$ cat src/rtl/branch_target_predictor_pkg.sv
// branch_target_predictor_pkg: shared constants and counter helper for the branch target predictor.
package branch_target_predictor_pkg;
    localparam int MAX_CTR_BITS = 4;
    localparam int CNT_W = 16;

    function automatic logic [MAX_CTR_BITS-1:0] sat_update(
        input logic [MAX_CTR_BITS-1:0] ctr,
        input logic                    taken,
        input logic [MAX_CTR_BITS-1:0] ctr_max
    );
        return taken ? ((ctr == ctr_max) ? ctr : ctr + 4'd1)
                     : ((ctr == '0) ? ctr : ctr - 4'd1);
    endfunction
endpackage

$ cat src/rtl/branch_target_predictor_if.sv
// branch_target_predictor_if: fetch lookup and mem-stage update signals of the branch target predictor.
interface branch_target_predictor_if #(parameter int PC_W = 32);
    import branch_target_predictor_pkg::*;
    logic [PC_W-1:0]  lookup_pc;
    logic             predict_hit;
    logic             predict_taken;
    logic [PC_W-1:0]  predict_target;
    logic             update_en;
    logic [PC_W-1:0]  update_pc;
    logic             update_taken;
    logic [PC_W-1:0]  update_target;
    logic             update_mispredict;
    logic             clear;
    logic [CNT_W-1:0] mispredict_count;

    modport master (
        output lookup_pc, update_en, update_pc, update_taken, update_target, update_mispredict, clear,
        input  predict_hit, predict_taken, predict_target, mispredict_count
    );
    modport slave (
        input  lookup_pc, update_en, update_pc, update_taken, update_target, update_mispredict, clear,
        output predict_hit, predict_taken, predict_target, mispredict_count
    );
endinterface

$ cat src/rtl/branch_target_predictor_sat_counter.sv
// branch_target_predictor_sat_counter: next value of a saturating up/down counter with load.
module branch_target_predictor_sat_counter
    import branch_target_predictor_pkg::*;
#(
    parameter int W = 2
) (
    input  logic [W-1:0] val_i,
    input  logic         inc_i,
    input  logic         dec_i,
    input  logic         load_i,
    input  logic [W-1:0] load_val_i,
    output logic [W-1:0] nxt_o
);
    localparam logic [MAX_CTR_BITS-1:0] MAX = MAX_CTR_BITS'((1 << W) - 1);

    always_comb
        nxt_o = load_i ? load_val_i
              : (inc_i || dec_i) ? W'(sat_update(MAX_CTR_BITS'(val_i), inc_i, MAX))
              : val_i;
endmodule

$ cat src/rtl/branch_target_predictor.sv
// branch_target_predictor: direct-mapped tagged table of saturating counters with branch targets.
// Lookup is combinational with no bypass of the same-cycle update.
module branch_target_predictor
    import branch_target_predictor_pkg::*;
#(
    parameter int ENTRIES  = 16,
    parameter int CTR_BITS = 2,
    parameter int PC_W     = 32
) (
    input logic                       CLK,
    input logic                       nRST,
    branch_target_predictor_if.slave  bp
);
    localparam int IDX_W = $clog2(ENTRIES);
    localparam int TAG_W = PC_W - IDX_W - 2;
    localparam logic [CTR_BITS-1:0] WEAK_T  = CTR_BITS'(1 << (CTR_BITS - 1));
    localparam logic [CTR_BITS-1:0] WEAK_NT = WEAK_T - 1'b1;

    typedef struct packed {
        logic                valid;
        logic [TAG_W-1:0]    tag;
        logic [CTR_BITS-1:0] ctr;
        logic [PC_W-1:0]     target;
    } bp_entry_t;

    localparam bp_entry_t RST_E = '{valid: 1'b0, tag: '0, ctr: WEAK_NT, target: '0};

    bp_entry_t           tbl_q [ENTRIES];
    bp_entry_t           l_e, u_e, upd_d;
    logic [CNT_W-1:0]    cnt_q, cnt_d;
    logic [IDX_W-1:0]    l_idx, u_idx;
    logic [TAG_W-1:0]    l_tag, u_tag;
    logic                u_hit;
    logic [CTR_BITS-1:0] ctr_d;
    logic                unused_ok;

    assign l_idx = bp.lookup_pc[IDX_W+1:2];
    assign l_tag = bp.lookup_pc[PC_W-1:IDX_W+2];
    assign u_idx = bp.update_pc[IDX_W+1:2];
    assign u_tag = bp.update_pc[PC_W-1:IDX_W+2];
    assign unused_ok = ^{bp.lookup_pc[1:0], bp.update_pc[1:0]};
    assign l_e = tbl_q[l_idx];
    assign u_e = tbl_q[u_idx];
    assign u_hit = u_e.valid && u_e.tag == u_tag;

    assign bp.predict_hit      = l_e.valid && l_e.tag == l_tag;
    assign bp.predict_taken    = bp.predict_hit && l_e.ctr[CTR_BITS-1];
    assign bp.predict_target   = bp.predict_hit ? l_e.target : '0;
    assign bp.mispredict_count = cnt_q;

    branch_target_predictor_sat_counter #(.W(CTR_BITS)) u_ctr (
        .val_i      (u_e.ctr),
        .inc_i      (u_hit && bp.update_taken),
        .dec_i      (u_hit && !bp.update_taken),
        .load_i     (!u_hit),
        .load_val_i (bp.update_taken ? WEAK_T : WEAK_NT),
        .nxt_o      (ctr_d)
    );

    // a not-taken hit keeps its old target; a not-taken allocation clears it
    always_comb begin
        upd_d = '{valid: 1'b1, tag: u_tag, ctr: ctr_d,
                  target: bp.update_taken ? bp.update_target : (u_hit ? u_e.target : '0)};
        cnt_d = (bp.update_en && bp.update_mispredict && cnt_q != '1) ? cnt_q + 1'b1 : cnt_q;
    end

    always_ff @(posedge CLK or negedge nRST) begin
        if (!nRST) begin
            for (int i = 0; i < ENTRIES; i++) tbl_q[i] <= RST_E;
            cnt_q <= '0;
        end else begin
            if (bp.clear) for (int i = 0; i < ENTRIES; i++) tbl_q[i].valid <= 1'b0;
            else if (bp.update_en) tbl_q[u_idx] <= upd_d;
            cnt_q <= cnt_d;
        end
    end
endmodule
$ cat src/flat_wrapper.sv
// flat-port wrapper written by rule: the top's interface ports become plain ports
module branch_target_predictor_flat import branch_target_predictor_pkg::*;
#(
    parameter int ENTRIES  = 16,
    parameter int CTR_BITS = 2,
    parameter int PC_W     = 32
)
  (CLK, nRST, bp_lookup_pc, bp_update_en, bp_update_pc, bp_update_taken, bp_update_target, bp_update_mispredict, bp_clear, bp_predict_hit, bp_predict_taken, bp_predict_target, bp_mispredict_count);
  branch_target_predictor_if #(.PC_W(PC_W)) bp_i ();
  input logic CLK;
  input logic nRST;
  input wire logic [$bits(bp_i.lookup_pc)-1:0] bp_lookup_pc;
  input wire logic [$bits(bp_i.update_en)-1:0] bp_update_en;
  input wire logic [$bits(bp_i.update_pc)-1:0] bp_update_pc;
  input wire logic [$bits(bp_i.update_taken)-1:0] bp_update_taken;
  input wire logic [$bits(bp_i.update_target)-1:0] bp_update_target;
  input wire logic [$bits(bp_i.update_mispredict)-1:0] bp_update_mispredict;
  input wire logic [$bits(bp_i.clear)-1:0] bp_clear;
  output wire logic [$bits(bp_i.predict_hit)-1:0] bp_predict_hit;
  output wire logic [$bits(bp_i.predict_taken)-1:0] bp_predict_taken;
  output wire logic [$bits(bp_i.predict_target)-1:0] bp_predict_target;
  output wire logic [$bits(bp_i.mispredict_count)-1:0] bp_mispredict_count;
  assign bp_i.lookup_pc = bp_lookup_pc;
  assign bp_i.update_en = bp_update_en;
  assign bp_i.update_pc = bp_update_pc;
  assign bp_i.update_taken = bp_update_taken;
  assign bp_i.update_target = bp_update_target;
  assign bp_i.update_mispredict = bp_update_mispredict;
  assign bp_i.clear = bp_clear;
  assign bp_predict_hit = bp_i.predict_hit;
  assign bp_predict_taken = bp_i.predict_taken;
  assign bp_predict_target = bp_i.predict_target;
  assign bp_mispredict_count = bp_i.mispredict_count;
  branch_target_predictor #(.ENTRIES(ENTRIES), .CTR_BITS(CTR_BITS), .PC_W(PC_W)) u_core (.CLK(CLK), .nRST(nRST), .bp(bp_i));
endmodule
$ cat config.mk
export PLATFORM = sky130hd
export DESIGN_NAME = branch_target_predictor_flat
export DESIGN_NICKNAME = d
export VERILOG_FILES = /design/src/rtl/branch_target_predictor_pkg.sv /design/src/rtl/branch_target_predictor_if.sv /design/src/rtl/branch_target_predictor_sat_counter.sv /design/src/rtl/branch_target_predictor.sv /design/src/flat_wrapper.sv
export SDC_FILE = /design/constraint.sdc
export NUM_CORES = 2
export LEC_CHECK = 0
export ABC_AREA = 0
export CAP_MARGIN = 20
export CELL_PAD_IN_SITES_DETAIL_PLACEMENT = 0
export CELL_PAD_IN_SITES_GLOBAL_PLACEMENT = 1
export CORE_MARGIN = 2
export CORE_UTILIZATION = 40
export DETAILED_ROUTE_END_ITERATION = 8
export PLACE_DENSITY_LB_ADDON = 0.1
export SLEW_MARGIN = 10
export SYNTH_ARGS = -nofsm -noshare
export SYNTH_HDL_FRONTEND = slang
export SYNTH_SLANG_ARGS = --single-unit
$ cat constraint.sdc
create_clock -name CLK -period 4.6 [get_ports CLK]
set_input_delay 0.69 -clock CLK [delete_from_list [all_inputs] [get_ports CLK]]
set_output_delay 0.69 -clock CLK [all_outputs]
set_load 0.01 [all_outputs]
; ---- After elaboration in Yosys (flattened, before gate mapping)
; Index checks and enable logic that the tools add are counted.
[classes]
n_bitwise = 3
n_addsub = 3
n_shift = 0
n_mux = 35
n_eq_ne = 4
magnitude_cmp = 3
n_mul = 0
div_mod_pow = 0
reduce_logical = 13
[op_table]
columns = operator, n
row1 = 976-bit bitwise mux, 1
row2 = 976-bit 2-to-1 mux, 1
row3 = 61-bit binary-select mux with 4-bit select, 2
row4 = 61-bit 2-to-1 mux, 5
row5 = 61-bit demux with 4-bit select, 1
row6 = 32-bit 2-to-1 mux, 3
row7 = 26-bit == test, 2
row8 = "16-bit by 1-bit adder with 16-bit output, second input constant", 1
row9 = 1-bit 2-to-1 mux, 16
row10 = "16-bit inequality test, second input constant", 1
row11 = 2-bit 2-to-1 mux, 6
row12 = "5-bit greater-or-equal comparator, second input constant", 2
row13 = 4-bit NOT with 5-bit output, 2
row14 = 1-bit logical AND, 8
row15 = "5-bit by 1-bit < comparator with 1-bit output, second input constant", 1
row16 = "2-bit by 1-bit adder with 2-bit output, second input constant", 1
row17 = "2-bit == test, second input constant", 1
row18 = 2-bit logical NOT, 1
row19 = 2-bit AND reduction, 1
row20 = 2-bit nonzero test, 1
row21 = "2-bit by 1-bit subtractor with 2-bit output, second input constant", 1
row22 = 1-bit logical NOT, 1
row23 = 1-bit logical OR, 1
row24 = 1-bit NOT, 1
[totals]
rom_bits = 0
output_inout_bits = 50
input_bits = 102
latch_bits = 0
mem_bits_rw = 0
wordCells = 126
memories = 0
register_bits = 992

; ---- Depth between registers and ports, before layout
[depth]
word_depth = 13
mapped_depth = 16
mapped_depth_nobuf = 9

; ---- Modules after synthesis
; A second synthesis with hierarchy kept.
[unflattened]
cells_unflattened = 3990
area_unflattened_um2 = 53597.7
[by_module_without_submodules]
columns = module, cells_per_inst, n_inst, area_each_um2, seq_area_each_um2
row1 = branch_target_predictor, 3978, 1, 53525.1, 24843.8
row2 = branch_target_predictor_sat_counter, 12, 1, 72.6, 0.0

; ---- Least setup slack after synthesis
; OpenSTA, ideal clock, no wires.
[synth_timing]
path_type = input port to output port
startpoint = in bp_lookup_pc[2]
endpoint = out bp_predict_target[10]
path_buffers = 3
setup_slack_ns = 0.391
t_arrival_ns = 3.519
cell_stages = 9
t_required_ns = 3.910
path_cell_list = clkbuf_1 clkbuf_1 mux4_2 mux4_2 xor2_1 nor4_1 nand4_1 clkbuf_1 nor2b_1
[synth_between]
elab_chain_cells = 7
[synth_rtl]
columns = item, line
row1 = start: declaration, flat_wrapper.sv:12  ; input wire logic [$bits(bp_i.lookup_pc)-1:0] bp_lookup_pc;
row2 = 4-bit NOT with 5-bit output (not written as such) (*), branch_target_predictor.sv:42  ; assign l_e = tbl_q[l_idx];
row3 = 61-bit binary-select mux with 4-bit select (*), branch_target_predictor.sv:42
row4 = 61-bit 2-to-1 mux (not written as such) (*) (2 in a row), branch_target_predictor.sv:42
row5 = 26-bit == test, branch_target_predictor.sv:46  ; assign bp.predict_hit = l_e.valid && l_e.tag == l_tag;
row6 = 1-bit logical AND, branch_target_predictor.sv:46
row7 = 32-bit 2-to-1 mux (*), branch_target_predictor.sv:48  ; assign bp.predict_target = bp.predict_hit ? l_e.target : '0;
row8 = end: declaration, flat_wrapper.sv:21  ; output wire logic [$bits(bp_i.predict_target)-1:0] bp_predict_target;
; Every way passes the cells marked *; elsewhere a longest branch is shown, timed or not. The select of a mux whose other input is x is not followed.

; ---- Worst setup path after layout
[layout_timing]
startpoint = reg u_core.tbl_q[604] (netlist bit)
endpoint = out bp_predict_taken
[layout_between]
elab_chain_cells = 6
[layout_rtl]
columns = item, line
row1 = start: declaration, branch_target_predictor.sv:28  ; bp_entry_t tbl_q [ENTRIES];
row2 = start signal: indexed assignment, branch_target_predictor.sv:73  ; else if (bp.update_en) tbl_q[u_idx] <= upd_d;
row3 = 61-bit binary-select mux with 4-bit select, branch_target_predictor.sv:42
row4 = 61-bit 2-to-1 mux (not written as such) (2 in a row), branch_target_predictor.sv:42
row5 = 26-bit == test, branch_target_predictor.sv:46
row6 = 1-bit logical AND, branch_target_predictor.sv:46
row7 = 1-bit logical AND, branch_target_predictor.sv:47  ; assign bp.predict_taken = bp.predict_hit && l_e.ctr[CTR_BITS-1];
row8 = end: declaration, flat_wrapper.sv:20  ; output wire logic [$bits(bp_i.predict_taken)-1:0] bp_predict_taken;
; No other way between the ends. The select of a mux whose other input is x is not followed.

==> out/metrics.json <==
{
  "grt.total_usage": {"value": 0.246},
  "hold_slack": {"value": 0.504, "unit": "ns"},
  "final_cell_area": {"value": 0.0628, "unit": "mm2"},
  "dominant_cell_by_count_in_the_synthesized_netlist": {"value": "dfrtp_1"},
  "drt_wl_total": {"value": 172, "unit": "mm"},
  "cts.path.max_buffers": {"value": 3},
  "drt_iter0_markers": {"value": 2680},
  "failing_checks": {"value": "setup timing"},
  "hold_path.startpoint": {"value": "u_core.bp.mispredict_count[15]$_DFFE_PN0P_"},
  "place_area": {"value": 0.0589, "unit": "mm2"},
  "worstSkewPairLatency": {"value": 0.73, "unit": "ns"},
  "postRouteAntennaNets": {"value": 0},
  "core-area": {"value": 0.136, "unit": "mm2"},
  "reported_leakage_power": {"value": 25.3, "unit": "nW"},
  "maxSlewViolCount": {"value": 0},
  "syn-num-nets": {"value": 4094},
  "routed_wire_length_per_instance": {"value": 29.2, "unit": "um"},
  "nets": {"value": 4125},
  "htree_num_levels": {"value": 3},
  "synthDominantCellAreaShare": {"value": 0.445},
  "achievable-frequency": {"value": 217, "unit": "MHz"},
  "detailroute.via_count": {"value": 36022},
  "gp_congestion": {"value": 0.788},
  "timing.critical_path.required": {"value": 3.91, "unit": "ns"},
  "number_of_cells_on_the_worst_reg_to_reg_path": {"value": 11},
  "synth_seq_area_share": {"value": 0.453},
  "synth.distinct_cells": {"value": 62},
  "timing.max_cap.violations": {"value": 0},
  "floorplan.rows": {"value": 135},
  "fin_crit_sh": {"value": 1.00},
  "timing.setup.critical_path_class": {"value": "flip-flop to output pin"},
  "tritoncts_clock_tree": {"value": "built"},
  "synth.top_cells.by_count": {"value": "976 x dfrtp_1, 622 x nand2_1, 563 x mux4_2, 514 x o22a_1, 440 x mux2_2"},
  "postSynthRegisterBits": {"value": 992},
  "timing.critical_path.to_type": {"value": "output pin"},
  "syn_area": {"value": 0.0549, "unit": "mm2"},
  "critical_path.reg2reg.startpoint": {"value": "u_core.tbl_q[473]$_DFFE_PN0P_"},
  "finalSetupViolCount": {"value": 1},
  "die-area": {"value": 0.140, "unit": "mm2"},
  "skew": {"value": 0.0250, "unit": "ns"},
  "slew-limit-headroom": {"value": 0.375},
  "grt_start_max_net_pins": {"value": 140},
  "grt-ovfl-total": {"value": 0},
  "final_layout_size_suffix_gt1_frac": {"value": 0.365},
  "core_util_final": {"value": 0.462},
  "postLayoutSetupSlackWorst": {"value": -0.0179, "unit": "ns"},
  "critical_path.max_fanout": {"value": 17},
  "synth_top_area_cell": {"value": "dfrtp_1"},
  "cellPowerDensity": {"value": 442, "unit": "mW/mm2"},
  "synth_flop_cell": {"value": "dfrtp_1"},
  "initial_core_util": {"value": 0.404},
  "vdd_drop_max": {"value": 0.255, "unit": "mV"},
  "post_synth_inst_count": {"value": 3991},
  "cts_root_buffer": {"value": "clkbuf_16"},
  "drt_pre_antenna_iters": {"value": 7},
  "run_status": {"value": "finished, violations left"},
  "fin_setup_tns": {"value": -0.0179, "unit": "ns"},
  "min-delay-path-class": {"value": "flip-flop to flip-flop"},
  "mean_instance_size_in_the_synthesized_netlist": {"value": 13.8, "unit": "um2"},
  "critical_path_arrival": {"value": 3.93, "unit": "ns"},
  "reg2reg_slack": {"value": 1.16, "unit": "ns"},
  "design.portCount": {"value": 152},
  "io_buffer_count": {"value": 147},
  "number_of_antenna_violations_at_the_first_check_in_global_routing": {"value": 5},
  "clkSlewWorstSetupHoldPaths": {"value": 0.06, "unit": "ns"},
  "edff_count_synth": {"value": 0},
  "detail_route.vias_per_cell": {"value": 6.11},
  "post-dp-hpwl": {"value": 101, "unit": "mm"},
  "route.detailed.drc": {"value": 0},
  "global_route_wire_length_before_repair": {"value": 257, "unit": "mm"},
  "synth.top_cells.by_area": {"value": "dfrtp_1 45%, mux4_2 23%, mux2_2 9.0%, o22a_1 8.2%, nand2_1 4.3%"},
  "cts_made_buffers": {"value": 114},
  "worst_setup_path_start_kind": {"value": "flip-flop"},
  "first_global_vias": {"value": 37069},
  "die_x": {"value": 374, "unit": "um"},
  "die-height": {"value": 374, "unit": "um"},
  "max_slew.worst_pin.slew": {"value": 0.937, "unit": "ns"},
  "worst_hold_path.endpoint": {"value": "u_core.bp.mispredict_count[15]$_DFFE_PN0P_"},
  "yosysWarningCount": {"value": 0},
  "area_delta_synth_final": {"value": 14.4, "unit": "%"},
  "hold_violations": {"value": 0},
  "cts_sinks": {"value": 992},
  "holdPathStages": {"value": 1},
  "finalCriticalPeriod": {"value": 4.62, "unit": "ns"},
  "rsz_0062_raised_after_global_routing": {"value": "true"},
  "reg2reg_to": {"value": "u_core.tbl_q[63]$_DFFE_PN0P_"},
  "async_reset_ff_frac": {"value": 1.00}
}
## sequential cells by signal, summed over array words and instances (netlist names)
register,flops
u_core.tbl_q,976
u_core.bp.mispredict_count,16
## placed cells by master (no fill, tap or decap), types with 23 or more instances in the layout
master	n
nand2_1	622
mux4_2	563
mux2i_1	82
clkbuf_2	23
buf_12	63
clkbuf_1	29
nor2_8	28
xnor2_1	50
nor2b_1	38
clkbuf_8	31
clkbuf_16	116
o22a_1	514
a21oi_1	25
dfrtp_1	976
clkdlybuf4s50_1	103
mux2_2	440
buf_4	136
## worst max-delay path by stage
stage                             startpoint               endpoint  cells past startpoint  slack, ns
4_1_cts                      bp_lookup_pc[2]   bp_predict_target[7]                     12      -0.18
3_5_place_dp                 bp_lookup_pc[2]       bp_predict_taken                     13      -0.38
2_1_floorplan                bp_lookup_pc[2]  bp_predict_target[10]                      9       0.39
6_report       u_core.tbl_q[604]$_DFFE_PN0P_       bp_predict_taken                     11      -0.02
5_1_grt                      bp_lookup_pc[2]  bp_predict_target[14]                     16      -0.17
3_3_place_gp                 bp_lookup_pc[2]       bp_predict_taken                     13      -0.42
## cell type report
type / count / area, um2
timing repair buffer: 349 / 3720
clock buffer: 175 / 3410
sequential: 992 / 24800
clock inverter: 36 / 423
fill: 12101 / 73000
tap: 1781 / 2230
inverter: 14 / 57.6
antenna: 2 / 5.00
multi-input combinational: 2551 / 28100
## report_power, final
part           total [mW]  leakage, nW  internal [mW]  switching, mW
clock                9.37         1.90           5.53           3.84
combinational        6.18         11.1           3.97           2.21
sequential           12.2         12.3           10.7           1.51
total                27.7         25.3           20.2           7.57
## cells by family (layout without fill, tap and decap cells)
kind of cell    Yosys count  count (layout)  synth area share
mux                    1085            1085             0.336
flops                   992             992             0.453
simple gates            781             781            0.0667
compound gates          613             613            0.0949
buf+inv                 448             574            0.0379
xor+xnor                 71              71            0.0113
fa+ha+maj                 1               1          0.000228
other cells               0               2                 0
## metal layers
metal / global-route usage / vias up / wire length (um)
met2: 0.395 / 847 / 82700
met4: 0.0645 / 2 / 4670
met5: 0 / - / 9
met1: 0.351 / 19524 / 77700
li1: - / 15415 / -
met3: 0.0333 / 234 / 7430
## worst max-delay path, stage by stage (launching register included)
cell,delay [ns]
dfrtp_1,0.41
mux4_2,0.47
mux4_2,0.47
xnor2_1,0.33
nand3_1,0.23
nor3_1,0.21
nand4_1,0.22
buf_6,0.22
buf_12,0.18
nor2b_4,0.18
buf_4,0.14
buf_4,0.11
## per-stage QoR
step | instances | setup slack (ns) | total power, mW
floorplan | 3991 | 0.391 | 16.6
global placement | 5672 | -0.421 | 18.4
detailed placement | 5672 | -0.378 | 18.5
CTS | 5884 | -0.182 | 28.0
global route | 5899 | -0.170 | 29.0
finish | 5900 | -0.0179 | 27.7
## repair_timing
action,CTS,global route
pin swaps,0,3
resized for setup,38,64
hold endpoints to repair,26,0
cloned,0,2
buffers inserted,0,12
endpoints found under the setup margin,34,30
hold buffers,1,0
Power figures use the tool's default switching activity.
